### src/rtl/vga_pixel_fetch.sv
// VGA pixel fetch: scales column/row into a framebuffer address, reads video RAM
// and outputs 1-bit RGB with aligned syncs. Optional blink: VGA_PIXEL_BLINK_EN.
module vga_pixel_fetch #(
   parameter int X_WIDTH = 10,
   parameter int Y_WIDTH = 10,
   parameter int SCALE = 3,
   parameter int FB_COLS = 80,
   parameter int FB_ROWS = 60,
   parameter int ADDR_WIDTH = 13,
   parameter int DATA_WIDTH = 4,
   parameter logic [2:0] BG_COLOR = 3'b001,
   parameter int BLINK_BIT = 4
) (
   input  logic                  Clock,
   input  logic                  Reset,
   input  logic                  iPixelEn,
   input  logic [X_WIDTH-1:0]    iCol,
   input  logic [Y_WIDTH-1:0]    iRow,
   input  logic                  iDisplay,
   input  logic                  iHSync,
   input  logic                  iVSync,
   output logic [ADDR_WIDTH-1:0] oMemAddr,
   output logic                  oMemRdEn,
   input  logic [DATA_WIDTH-1:0] iMemData,
   output logic                  oRed,
   output logic                  oGreen,
   output logic                  oBlue,
   output logic                  oHSync,
   output logic                  oVSync,
   output logic [7:0]            oFrameCount
);

   logic        run_q;
   logic        en;
   logic [31:0] fc32;
   logic [31:0] fr32;
   logic [31:0] lin;
   logic        in_fb;
   logic [ADDR_WIDTH-1:0] addr_d;

   logic s1_disp, s1_infb, s1_hs, s1_vs;
   logic s2_disp, s2_infb, s2_hs, s2_vs;
   logic vs_seen;
   logic blink;
   logic [2:0] rgb_d;
   logic unused_bits;

   // Strobes are ignored until one Clock after reset release
   always_ff @(posedge Clock or negedge Reset) begin
      if (!Reset) run_q <= 1'b0;
      else        run_q <= 1'b1;
   end

   assign en       = iPixelEn & run_q;
   assign oMemRdEn = iPixelEn;

   assign fc32  = 32'(iCol >> SCALE);
   assign fr32  = 32'(iRow >> SCALE);
   assign lin   = fr32 * 32'(FB_COLS) + fc32;
   assign in_fb = iDisplay
                  && (fc32 < 32'(FB_COLS))
                  && (fr32 < 32'(FB_ROWS));
   assign addr_d = in_fb ? lin[ADDR_WIDTH-1:0] : '0;

   always_ff @(posedge Clock or negedge Reset) begin
      if (!Reset) begin
         oMemAddr <= '0;
         s1_disp  <= 1'b0;
         s1_infb  <= 1'b0;
         s1_hs    <= 1'b1;
         s1_vs    <= 1'b1;
      end else if (en) begin
         oMemAddr <= addr_d;
         s1_disp  <= iDisplay;
         s1_infb  <= in_fb;
         s1_hs    <= iHSync;
         s1_vs    <= iVSync;
      end
   end

   always_ff @(posedge Clock or negedge Reset) begin
      if (!Reset) begin
         s2_disp <= 1'b0;
         s2_infb <= 1'b0;
         s2_hs   <= 1'b1;
         s2_vs   <= 1'b1;
      end else if (en) begin
         s2_disp <= s1_disp;
         s2_infb <= s1_infb;
         s2_hs   <= s1_hs;
         s2_vs   <= s1_vs;
      end
   end

   // vs_seen blocks counting a low vsync that is already present at reset release
   always_ff @(posedge Clock or negedge Reset) begin
      if (!Reset) begin
         vs_seen     <= 1'b0;
         oFrameCount <= 8'd0;
      end else if (en) begin
         vs_seen <= vs_seen | iVSync;
         if (vs_seen && s1_vs && !iVSync)
            oFrameCount <= oFrameCount + 8'd1;
      end
   end

   always_comb begin
      blink = 1'b0;
`ifdef VGA_PIXEL_BLINK_EN
      blink = iMemData[3] & oFrameCount[BLINK_BIT];
`endif
      if (!s2_disp)     rgb_d = 3'b000;
      else if (!s2_infb) rgb_d = BG_COLOR;
      else if (blink)    rgb_d = BG_COLOR;
      else               rgb_d = iMemData[2:0];
   end

   assign unused_bits = ^{lin[31:ADDR_WIDTH], iMemData};

   always_ff @(posedge Clock or negedge Reset) begin
      if (!Reset) begin
         oRed   <= 1'b0;
         oGreen <= 1'b0;
         oBlue  <= 1'b0;
         oHSync <= 1'b1;
         oVSync <= 1'b1;
      end else if (en) begin
         oRed   <= rgb_d[2];
         oGreen <= rgb_d[1];
         oBlue  <= rgb_d[0];
         oHSync <= s2_hs;
         oVSync <= s2_vs;
      end
   end

endmodule

### config.mk
export PLATFORM = sky130hd
export DESIGN_NAME = vga_pixel_fetch
export DESIGN_NICKNAME = d
export VERILOG_FILES = /design/src/rtl/vga_pixel_fetch.sv
export SDC_FILE = /design/constraint.sdc
export NUM_CORES = 1
export LEC_CHECK = 0
export BUFFER_PORTS_ARGS = -buffer_cell sky130_fd_sc_hd__buf_2
export CAP_MARGIN = 25
export CORE_MARGIN = 2
export CORE_UTILIZATION = 51
export CTS_CLUSTER_DIAMETER = 50
export DETAILED_ROUTE_END_ITERATION = 8
export PLACE_DENSITY = 0.86
export SYNTH_ARGS = -nofsm -noshare
export SYNTH_HDL_FRONTEND = slang
export SYNTH_SLANG_ARGS = --single-unit
export TNS_END_PERCENT = 100
### constraint.sdc
create_clock -name Clock -period 1.95 [get_ports Clock]
set_clock_uncertainty 0.05 [all_clocks]
set_input_delay 0.2925 -clock Clock [delete_from_list [all_inputs] [get_ports Clock]]
set_output_delay 0.2925 -clock Clock [all_outputs]
set_load 0.03 [all_outputs]
* Yosys cells after proc, flatten, opt, wreduce, memory -nomap -nowiden
Index checks and enable logic that the tools add are counted.
Storage, ports and cells: output and inout bits 27, input bits 30, register bits after elaboration 36, logic and storage cells 33
Operators by class: add/sub/neg operators 2, $lt $le $gt $ge 2, bitwise gates (word level) 2, reductions and logical operators 6, $mul 1, mux-type cells 3
Operators by type and width (count):
- $add 13x7->13 | 1
- $mux 13 | 1
- $mul 7x3->9 const B | 1
- $add 8x1->8 const B | 1
- $lt 7x6->1 const B | 1
- $lt 7x7->1 const B | 1
- $mux 3 | 2
- $logic_and 1x1->1 | 4
- $reduce_and 2->1 | 1
- $and 1x1->1 | 1
- $logic_not 1->1 | 1
- $or 1x1->1 | 1

* Logic depth before layout (Yosys ltp)
Gate-level depths: netlist of the first run.
depth after elaboration 4, depth in mapped cells 8, gate-level depth less buffers 8

* Least setup slack after synthesis of the first run
No wires, ideal clock.
path type input to register, start input iRow[4], end register oMemAddr[12], arrival time 2.056 ns, library setup time 0.087 ns, cell stages on the path 8, path buffers 0, path slack -0.242 ns, required time 1.813 ns, path through ha_1 ha_1 fa_1 a21o_1 a21oi_1 xnor2_1 a311o_1 o211ai_1
On the way: cells in the longest elaborated chain, start to end 3, elaborated cells on any way between the ends 5, those cells by class add/sub: 1; mul: 1; order compare: 1; mux: 1; reduce/logical: 1
Ends and longest elaborated chain:
- start: declaration | line 18 | input logic [Y_WIDTH-1:0] iRow,
- $mul 7x3->9 or $lt 7x6->1 (tied branches) | line 59, 62
- $add 13x7->13 or $logic_and 1x1->1 (tied branches) | line 59, 62
- $mux 13 (*) | line 63 | assign addr_d = in_fb ? lin[ADDR_WIDTH-1:0] : '0;
- end signal: assignment | line 73 | oMemAddr <= addr_d;
- end: declaration | line 22 | output logic [ADDR_WIDTH-1:0] oMemAddr,
Mark *: on every way between the ends. The rest lies on a longest branch, timed or not. A chain may end at the register's enable or synchronous reset.

* Worst setup path in the final report of the first run
start input iRow[6], end register oMemAddr[12]
The elaborated chain is that of the path after synthesis.

==> results of run 1 <==
-- synth_stat cells, types with 2 or more instances --
cell type | number | area, um^2
and3_1 | 2 | 12.5
clkbuf_1 | 2 | 7.51
buf_2 | 2 | 10.0
dfrtp_1 | 30 | 751
fa_1 | 2 | 40.0
ha_1 | 14 | 175
xnor2_1 | 11 | 96.3
o21ai_0 | 3 | 15.0
a21oi_1 | 2 | 10.0
nand3_1 | 5 | 25.0
o21ai_1 | 8 | 40.0
a22o_1 | 7 | 61.3
xor2_1 | 2 | 17.5
dfstp_2 | 6 | 158
nand4_1 | 3 | 18.8
inv_1 | 6 | 22.5
nand2_1 | 16 | 60.1
mux2_2 | 9 | 101
nor2_1 | 6 | 22.5
-- worst max-delay path, cell delays in order --
cell and delay, ns:
buf_2 0.13, ha_1 0.31, ha_1 0.36, nor2_1 0.23, o21ba_2 0.22, nor2_1 0.08, a311o_1 0.33, o211ai_1 0.08
-- logic make-up after synthesis --
kind of cell / count (synthesis)
xor gates and xnor gates: 14
AOI/OAI and AO/OA: 29
muxes: 10
DFF: 36
buffers and inverters: 11
and+or+nand+nor: 41
adders and majority gates: 16
other: 1
-- through the flow --
| stage | TNS [ns] | instance area [um^2] |
|---|---|---|
| after floorplan | -0.000849 | 1910 |
| after global placement | -0.381 | 2280 |
| after detailed placement | -0.497 | 2280 |
| after CTS | 0 | 2370 |
| after global routing | 0 | 2370 |
| final | 0 | 2370 |
-- cells in the final DEF, fill, tap and decap left out, drive strengths merged --
cell	n
a211oi	1
nor3	2
clkbuf	6
nor2b	1
and4	1
xnor2	11
o211ai	1
nor4	1
o21ai	11
mux2	10
a22o	7
a31o	1
a32o	1
and3	2
or2	1
nor3b	2
clkinv	1
conb	1
nand3	5
ha	14
a2bb2oi	1
nor2	6
nand4	3
o21ba	1
bufinv	1
o22ai	1
xor2	3
dfrtp	30
a21oi	2
dfstp	6
a311o	1
nand2	17
inv	6
a21o	1
fa	2
dlygate4sd3	1
buf	61
-- layer usage --
metal	GRT usage	up-vias	wire (um)
met5	0	-	0
met4	0.0612	0	22
met3	0.0546	4	184
met2	0.365	43	1980
met1	0.228	659	1520
li1	-	686	-
-- cell type report --
| cell class | count | area (um^2) |
|---|---|---|
| clock buffer | 6 | 41.3 |
| clock inverter | 2 | 35.0 |
| fill | 277 | 1050 |
| inverter | 6 | 22.5 |
| multi-input combinational | 111 | 957 |
| sequential | 36 | 908 |
| tap | 46 | 57.6 |
| timing repair buffer | 62 | 345 |
-- worst max path at each step --
stage,start,to,slack [ns],cells after the start
6_report,iRow[6],oMemAddr[12],0.12,8
3_3_place_gp,iRow[4],oMemAddr[12],-0.19,9
3_5_place_dp,iRow[5],oMemAddr[12],-0.23,8
5_1_grt,iRow[6],oMemAddr[12],0.04,8
2_1_floorplan,iRow[4],oMemAddr[12],-0.0008,8
4_1_cts,iRow[6],oMemAddr[12],0.12,8
-- power by group through the flow --
stage | clock (mW) | sequential, mW | combinational, mW
floorplan | 0 | 1.11 | 0.298
global placement | 0 | 0.961 | 0.630
detailed placement | 0 | 0.972 | 0.650
CTS | 0.516 | 0.957 | 0.652
global route | 0.571 | 0.974 | 0.706
finish | 0.504 | 0.956 | 0.645
==> results by stage, run 1 <==
Power:
- VDD sags by at most 0.000293 V.
- The analysis attributes to cell leakage a power of 1.17 nW.
- The clock share of power is 0.239.
- The reported net switching power is 0.699 mW.
- The internal power of the cells totals 1.41 mW.
- The share of total power dissipated in combinational logic is 0.307.
- The share of total power dissipated in sequential elements is 0.454.
- The power consumption is 2.11 mW.
- The switching fraction of total power is 0.332.
- The total power per unit cell area is 889 nW/um^2.

Synth:
- Counting flops and latches in the post-synthesis netlist gives 36.
- Of the total synthesized cell area, the portion taken by full adders, half adders and majority gates is 0.116.
- The simple-gate area share of the yosys netlist is 0.123.
- The area fraction in compound gates after synthesis was 0.112.
- Synthesis produced a netlist with a net count of 204.
- In the synthesized netlist the dominant register cell turns out to be dfrtp_1.
- By area, the combinational part of the netlist is dominated by simple AND/OR/NAND/NOR gates.
- After synthesis, the netlist uses 41 different library cells.
- In the synthesized netlist the async set-or-reset flop fraction comes to 1.00.
- The mux share of post-synthesis cell area is 0.0607.
- In this run the mean area of a mapped cell was 11.7 um^2.
- The gate count after technology mapping is 158.
- After synthesis the cells add up to 1850 um^2.
- The number of enable flip-flop cells after synthesis is 0.
- For this run, the number of Yosys warnings is 0.
- The parity-gate share of the synthesized area counting xor and xnor cells is 0.0702.
- Of the synthesized area, sequential elements account for 0.490.

Place:
- OpenSTA, run right after detailed placement, puts the worst setup slack at -0.228 ns.
- Routability-driven placement finished with a final weighted congestion of 0.778.
- The half-perimeter wire length of the detailed placement result is 2980 um.
- The quantity of I/O buffers inserted on ports is 49.
- The total instance count after detailed placement is 260.

Drt:
- The final layout contains routed wiring with a total length of 3700 um.
- The count of nets left with antenna violations after detail routing is 0.
- Dividing the detail-routed via count by the number of cells gives 5.17.
- The number of optimization iterations in the first detailed-route pass is 4.
- The average wire per standard cell is 13.7 um.
- The via total after detailed routing is 1392.
- For this run, design rule violations remaining after detail routing come to 0.
- The first routing iteration left 78 violations.

Clocking:
- The hold-fix buffer count after cts is 1.
- The number of levels the H-tree was split into is 2.
- In this run, CTS created clock tree buffers numbering 5.
- The root buffer cell chosen for the clock tree is clkbuf_4.
- The clock latency at the later pin of the worst-skew pair is 0.33 ns.
- After clock tree synthesis, the clock-pin slew on the worst setup and hold paths is 0.11 ns.
- CTS saw 36 sinks.
- Buffers added to address setup during post-CTS repair amount to 0.
- The number of buffers on the longest clock path is 2.
- The count of instances resized after the clock tree is built is 0.
- TritonCTS built the clock tree.

Hold path:
- For hold timing, the worst endpoint is oRed.
- The path type of the worst min-delay path is input port to register.
- The hold path startpoint is iMemData[2].
- The worst hold path passes through 2 cells.

STA:
- The worst hold margin is 0.126 ns.
- Across all setup checks in the final design, the least slack found is 0.124 ns.
- The final setup violation count is 0.
- For the finished layout, the period the worst path requires is 1.83 ns.
- Setup repair after global routing left no endpoint under its margin.
- The transition time at the pin with the least slew margin is 0.752 ns.
- The final number of hold-violating endpoints is 0.
- The number of max-slew violations in the final report is 0.
- Dividing the final minimum period by the clock period gives 0.937.
- The upper clock frequency limit is 548 MHz.
- Headroom to the max-slew limit came out at 0.499.

Global routing:
- The first global-routing pass estimated 6380 um of wire.
- In the global route stage, overall resource usage came out at 0.201.
- The initial antenna violation count was 0.
- The largest net degree at the start of global routing is 37.
- After global routing the overflow that remains totals 0.
- The number of global-route vias before repair came to 1431.

Floorplanning:
- The floorplan step defined a core boundary enclosing 3420 um^2.
- The initial core utilization is 0.543.
- The number of ports placed on the die boundary is 57.
- The die is 64.3 um tall.
- The floorplan step set the die width to 64.3 um.
- The standard-cell row count is 21.
- The die covers 4130 um^2.

Critical path:
- At the worst endpoint, the required time is 2.15 ns.
- The category of the worst setup path capture point is a register.
- The worst path arrival time is 2.03 ns.
- The setup path with the least slack is of type input port to register.
- Of all nets on the critical path, the largest fanout is 3.
- The worst setup path is launched from an input port.
- For the worst flop-to-flop path, the logic depth is 5.
- In this run the critical register-to-register path is launched from run_q.
- The worst register-to-register path ends at oMemAddr[12].
- The slack of the worst reg-to-reg path is 0.33 ns.

Final layout:
- The final layout net count is 268.
- The final cell utilization of the core is 0.693.
- The number of inserted diodes is 0.
- More flip-flops sit in one register than any other, and that register is oMemAddr.
- Leaving out filler cells and counting taps, the final layout contains 269.
- The area overhead of the layout relative to synthesis is 27.7%.
- In the final layout, the share of cells above drive strength 1 is 0.448.
- The largest registers in the layout are oMemAddr x13, oFrameCount x8.
- The register with the most flip-flops in the layout has 13 of them.

Run:
- Across the run, the number of max-cap violations was 0.

Status:
- The flow ran to the end, and the final reports show no timing, DRC or antenna violations.
Note: power is estimated with default switching activity, not from simulation.
==> run 2: changes to the inputs <==
--- a/config.mk
+++ b/config.mk
@@ -5,13 +5,14 @@
 export SDC_FILE = /design/constraint.sdc
 export NUM_CORES = 1
 export LEC_CHECK = 0
+export ABC_CLOCK_PERIOD_IN_PS = 1950
 export BUFFER_PORTS_ARGS = -buffer_cell sky130_fd_sc_hd__buf_2
 export CAP_MARGIN = 25
 export CORE_MARGIN = 2
 export CORE_UTILIZATION = 51
-export CTS_CLUSTER_DIAMETER = 50
 export DETAILED_ROUTE_END_ITERATION = 8
 export PLACE_DENSITY = 0.86
+export REMOVE_ABC_BUFFERS = 1
 export SYNTH_ARGS = -nofsm -noshare
 export SYNTH_HDL_FRONTEND = slang
 export SYNTH_SLANG_ARGS = --single-unit
==> results by stage, run 2 (synthesized netlist as in run 1, its figures left out) <==
Global routing:
- For met1 alone, demand over resource in global routing was 0.232.
- For this run, the total global-route usage over all layers was measured as 0.206.
- met2 is the most crowded layer.
- Entering global routing, the biggest net connects 37 pins.
- The total grt overflow is 0.
- The number of global-route vias before repair is 1520.
- The initial antenna violation count came to 0.
- The first-pass GRT wire length is 6600 um.
- For met3 alone, demand over resource in global routing was 0.0352.
- The global-route track usage on met2 is 0.387.

Clocking:
- The CTS tree is built.
- The number of levels the H-tree was split into is 2.
- Clock tree synthesis selected as its root buffer the cell clkbuf_4.
- The clock latency at the later pin of the worst-skew pair is 0.32 ns.
- No sink is reached through more buffers than the 2 on the longest clock path.
- The clock sink count is 36.
- After clock tree synthesis, the clock-pin slew on the worst setup and hold paths is 0.11 ns.
- Counting the buffers created by CTS gives 5.

Floorplanning:
- The floorplan core area is 3420 um^2.
- The overall die width is 64.3 um.
- The floorplan has 21 rows.
- The y dimension of the die is 64.3 um.
- 57 I/O pins were placed.
- The floorplan step defined a die boundary enclosing 4130 um^2.
- The initial core utilization is 0.543.

Critical path:
- STA classifies the critical path endpoint as a register.
- Of all nets on the critical path, the largest fanout is 3.
- The slack of the worst reg-to-reg path is 0.40 ns.
- The type of the worst setup path is input port to register.
- The required time reported for the critical path endpoint is 2.10 ns.
- STA classifies the critical path startpoint as an input port.
- The signal on the critical path passes through buf_2, ha_4, ha_2, fa_2, a21o_1, a21oi_2, xnor2_2, a311o_1, o211ai_1.
- STA puts the critical path data arrival time at 2.04 ns.
- The worst stage delay on the critical path is 0.37 ns.
- The largest individual stage delay along the critical path comes from the cell fa_2.

Power:
- The internal power component is 1.42 mW.
- The share of power burned in combinational logic is 0.318.
- The power consumption is 2.13 mW.
- The clock share of power is 0.232.
- Of the total power, the share spent switching nets is 0.333.
- The total power per unit cell area is 879 nW/um^2.
- Summed over all nets, the switching power comes to 0.710 mW.
- The maximum resistive drop on vdd is 0.000372 V.
- The standby leakage power is 1.20 nW.
- The sequential share of power is 0.450.

STA:
- For the pin with the worst max-slew slack, the measured transition is 0.747 ns.
- The final number of hold-violating endpoints is 0.
- Setup violations remaining at the end of the flow were counted as 0.
- The sum of negative setup slack is 0 ns.
- The final period utilization is 0.965.
- Setup repair after global routing left no endpoint under its margin.
- The worst relative slew slack is 0.502.
- Based on the critical path, the design can be clocked at up to 532 MHz.
- The worst path needs 1.88 ns of the cycle, external delays included.
- The number of max-slew violations in the final report came to 0.
- The tightest hold path in the finished design has a slack of 0.144 ns.
- Setup slack on the critical path of the routed design comes to 0.0686 ns.

Final layout:
- In the final design database the tool counted 271 nets.
- In the final layout, the registers with the most flip-flops are oMemAddr x13, oFrameCount x8.
- The count of cells in the finished layout, fillers not included, comes to 272.
- The register with the most flip-flops in the layout has 13 of them.
- The library cells used most frequently in the layout, excluding fill and tap cells, are buf_2 (49), dfrtp_1 (30), nand2_1 (16).
- The final cell utilization of the core is 0.711.
- The commonest non-fill, non-tap cell in the layout is buf_2.
- The number of inserted diodes is 0.
- The proportion of layout cells with a drive suffix above 1 is 0.473.
- From synthesis to final layout, the design area changed by 30.9%.
- The final design instance area without fill is 2430 um^2.
- The top register by number of flip-flops is oMemAddr.

Place:
- Input and output buffers added on the ports amount to 49.
- At the end of routability-driven placement, the weighted congestion stood at 0.788.
- After detailed placement, the design holds a cell count of 263.
- The HPWL after detailed placement is 2820 um.
- Once placement finished, the instance area stood at 2240 um^2.
- Prior to clock tree synthesis, the placed netlist has a worst setup slack of -0.471 ns.

Drt:
- The number of optimization iterations in the first detailed-route pass is 4.
- The DRC violations left is 0.
- The number of DRC violations after detailed-routing iteration 0 is 132.
- After detailed routing, the average wire length per cell comes to 14.2 um.
- The via total after detailed routing is 1429.
- The count of nets left with antenna violations after detail routing is 0.
- The post-detailed-route via-to-cell ratio is 5.25.
- The routed wire length is 3870 um.

Hold path:
- The min-delay analysis places its worst path in the category input port to register.

Status:
- The flow ran to the end, and the final reports show no timing, DRC or antenna violations.

Run:
- The reported max-cap violation count is 0.
==> run 2: final timing paths <==
kind | start | end | depth (start not counted)
worst min-delay path | iHSync | s1_hs | 2
min in group asynchronous | Reset | oFrameCount[6] | 2
worst min register to register | s1_infb | s1_infb | 2
max in group asynchronous | Reset | oMemAddr[2] | 2
worst max register to register | run_q | oMemAddr[12] | 5
worst max-delay path | iRow[4] | oMemAddr[12] | 9
==> run 2: metal layers <==
metal,up-vias,routed length [um]
li1,690,-
met1,684,1570
met2,49,2060
met3,6,174
met4,0,61
met5,-,0
==> run 2: repair_timing <==
item                                   CTS  global route
buffers inserted                         0             0
hold buffers                             1             0
endpoints found under the hold margin   23             0
pin swaps                                5             9
gates resized for setup                  5             9
cloned                                   0             0
setup endpoints to repair                2             2
==> run 2: power groups by stage <==
stage	combinational, mW	sequential [mW]	clock [mW]
final	0.678	0.961	0.495
after global routing	0.742	0.979	0.546
after CTS	0.647	0.960	0.500
after detailed placement	0.630	0.971	0
after global placement	0.612	0.965	0
after floorplan	0.274	1.11	0
==> run 2: worst max-delay path, delay by kind of cell <==
family / cells / cell delay (ns)
buffers and inverters: 1 / 0.12
AOI/OAI and AO/OA: 4 / 0.68
xor gates and xnor gates: 1 / 0.16
adders and majority gates: 3 / 0.78
==> run 2: layout make-up <==
type                            instances  area, um^2
Clock buffer                            6        41.3
Clock inverter                          2        35.0
Fill cell                             259         988
Inverter                                6        22.5
Multi-Input combinational cell        111         995
Sequential cell                        36         908
Tap cell                               46        57.6
Timing Repair Buffer                   65         368
==> run 3: changes to the inputs <==
--- a/config.mk
+++ b/config.mk
@@ -8,11 +8,11 @@
 export ABC_CLOCK_PERIOD_IN_PS = 1950
 export BUFFER_PORTS_ARGS = -buffer_cell sky130_fd_sc_hd__buf_2
 export CAP_MARGIN = 25
-export CORE_MARGIN = 2
 export CORE_UTILIZATION = 51
 export DETAILED_ROUTE_END_ITERATION = 8
 export PLACE_DENSITY = 0.86
 export REMOVE_ABC_BUFFERS = 1
+export SETUP_SLACK_MARGIN = 0.5
 export SYNTH_ARGS = -nofsm -noshare
 export SYNTH_HDL_FRONTEND = slang
 export SYNTH_SLANG_ARGS = --single-unit
==> results by stage, run 3 (synthesized netlist as in run 1, its figures left out) <==
STA:
- The final number of hold-violating endpoints came to 0.
- The minimum clock period after layout is 1.79 ns.
- In the finished design, the share of the clock period the worst path needs comes to 0.920.
- The transition time at the pin with the least slew margin is 0.770 ns.
- The number of max-slew violations in the final report is 0.
- Setup violations remaining at the end of the flow were counted as 0.
- Adding up every negative setup slack in the final design gives 0 ns.
- Setup repair after global routing could not meet its margin everywhere.
- The worst pin sits at a relative slew slack of 0.487.
- The upper clock frequency limit is 557 MHz.

Critical path:
- The source of the worst register-to-register timing path is s1_vs.
- Data arrives at the worst endpoint at 2.01 ns.
- Along the worst path, the maximum fanout reaches 3.
- The cell family contributing the most delay on the critical path is adder cells.
- The worst setup path is captured at a register.
- The most numerous cell type found on the critical path is ha_4.
- The critical path starts at iRow[6].
- By startpoint and endpoint, the worst setup path is classified as input port to register.
- The worst setup path is launched from an input port.
- The slowest stage of the critical path belongs to the cell fa_2.
- The number of buffer and inverter stages on the critical path is 1.
- Walking the worst path, the cells encountered are buf_8, ha_4, ha_4, fa_2, a21o_1, a21oi_2, xnor2_2, a311o_1, o211ai_1.
- The worst stage delay on the critical path is 0.41 ns.
- For the worst setup path, the data required time is 2.17 ns.

Final layout:
- The number of inserted diodes is 0.
- The final layout contains 273 nets.
- Compared with the post-synthesis result, the final layout area differs by 40.1%.
- oMemAddr holds more flip-flops than any other register.
- Of the cells placed in the final design, the portion with a size suffix greater than 1 is 0.557.
- The finished layout holds 274 standard cells, fillers aside.
- The flip-flop count of the largest register, all copies and words added is 13.
- The top cell types in the final layout, fill and taps aside, are buf_2 (46), dfrtp_1 (30), buf_4 (15).
- The library cell used most frequently in the layout, excluding fill and tap cells, is buf_2.
- The largest registers in the layout are oMemAddr x13, oFrameCount x8.

Global routing:
- The initial antenna violation count was 0.
- In the global route stage, overall resource usage came out at 0.236.
- The total overflow left after global routing is 0.
- The first global-routing pass estimated 6920 um of wire.
- The number of global-route vias before repair is 1485.
- Entering global routing, the biggest net connects 37 pins.

Drt:
- After detailed routing, the total wire length is 4200 um.
- The post-detailed-route via-to-cell ratio is 5.34.
- The detail route stage leaves a number of antenna-violating nets equal to 0.
- For this run, design rule violations remaining after detail routing come to 0.
- In the final routed layout, each cell accounts on average for 15.3 um.
- The routed layout has 1463 vias.
- The pre-antenna-repair detailed-routing pass consisted of 4 iterations.
- The first routing iteration left 74 violations.

Clocking:
- The clock latency at the later pin of the worst-skew pair is 0.35 ns.
- TritonCTS built the clock tree.
- TritonCTS created 5 clock buffers.
- The clock sink count is 36.
- The H-tree was split into 2 levels.
- The cell sitting at the root of the clock tree is a clkbuf_4.
- The clock-pin slew of the registers on the worst-case setup and hold paths is 0.11 ns.
- The number of buffers on the longest clock path is 2.

Floorplanning:
- The y dimension of the die is 62.3 um.
- The initial core utilization is 0.543.
- The area enclosed by the die boundary is 3880 um^2.
- In this run the core area contains 21 standard-cell rows.
- From left edge to right edge, the die measures 62.3 um.
- The number of ports placed on the die boundary is 57.
- The core region is 3420 um^2.

Hold path:
- The hold path startpoint is iHSync.
- The path type of the worst min-delay path is input port to register.

Power:
- The total power per unit cell area is 864 nW/um^2.
- The analysis attributes to cell leakage a power of 1.24 nW.
- The maximum resistive drop on vdd is 0.000325 V.
- The power consumption is 2.24 mW.

Place:
- The quantity of I/O buffers inserted on ports is 49.
- After detailed placement, the design holds a cell count of 262.
- Detailed placement ended at an HPWL of 2720 um.
- The placer's final routability congestion estimate is 0.789.

Run:
- Max-cap violations in this run came to 0.

Status:
- The run finished with clean final reports.
## run 3: changes by cell type in the layout (fill, tap and decap cells not counted), sizes merged
cell      change
buf           +2
clkbuf        -1
clkinvlp      +1
## run 3: stage by stage
step	hold WS (ns)	area [um^2]	setup WS, ns	utilization
final	0.119	2600	0.156	0.760
after detailed placement	0.355	2240	-0.475	0.655
after global routing	0.103	2600	0.0980	0.760
after CTS	0.105	2500	0.160	0.733
after global placement	0.344	2240	-0.412	0.655
after floorplan	-0.0531	1830	-0.242	-
## run 3: worst paths after layout
path | slack [ns] | depth (start not counted) | end
setup / recovery | 0.16 | 9 | oMemAddr[12]
hold / removal | 0.12 | 2 | s1_hs
setup reg to reg | 0.49 | 5 | oFrameCount[5]
hold reg to reg | 0.43 | 2 | oBlue
max in group asynchronous | 0.86 | 2 | vs_seen
min in group asynchronous | 0.50 | 2 | oMemAddr[7]
## run 3: power breakdown
group,switching [mW],internal (mW),leakage (nW),total [mW]
Clock,0.252,0.267,0.0412,0.519
Sequential,0.105,0.870,0.459,0.975
Combinational,0.419,0.331,0.742,0.750
Total,0.775,1.47,1.24,2.24
## run 3: area by class of cell
type,instances,area (um^2)
Tap cell,46,57.6
Clock inverter,3,42.5
Multi-Input combinational cell,111,1120
Sequential cell,36,908
Inverter,6,22.5
Timing Repair Buffer,67,413
Fill cell,247,818
Clock buffer,5,37.5
## run 3: repair_timing
| action | in CTS | in global routing |
|---|---|---|
| pin swaps | 19 | 11 |
| gates resized for setup | 32 | 16 |
| setup endpoints to repair | 22 | 31 |
| buffers inserted | 2 | 1 |
| endpoints found under the hold margin | 30 | 0 |
| hold buffers | 1 | 0 |
## run 3: worst register-to-register path: stages, from the launching register on
cell and delay (ns):
dfstp_2 0.57, nand2_2 0.06, nor3_4 0.15, and4_4 0.30
nand3_4 0.09, xnor2_1 0.14
## run 3: metal layers
layer / up-vias / global-route usage / wire (um)
met4: 0 / 0.102 / 138
met1: 702 / 0.259 / 1610
met2: 54 / 0.423 / 2260
li1: 692 / - / -
met3: 15 / 0.0662 / 183
met5: - / 0 / 0
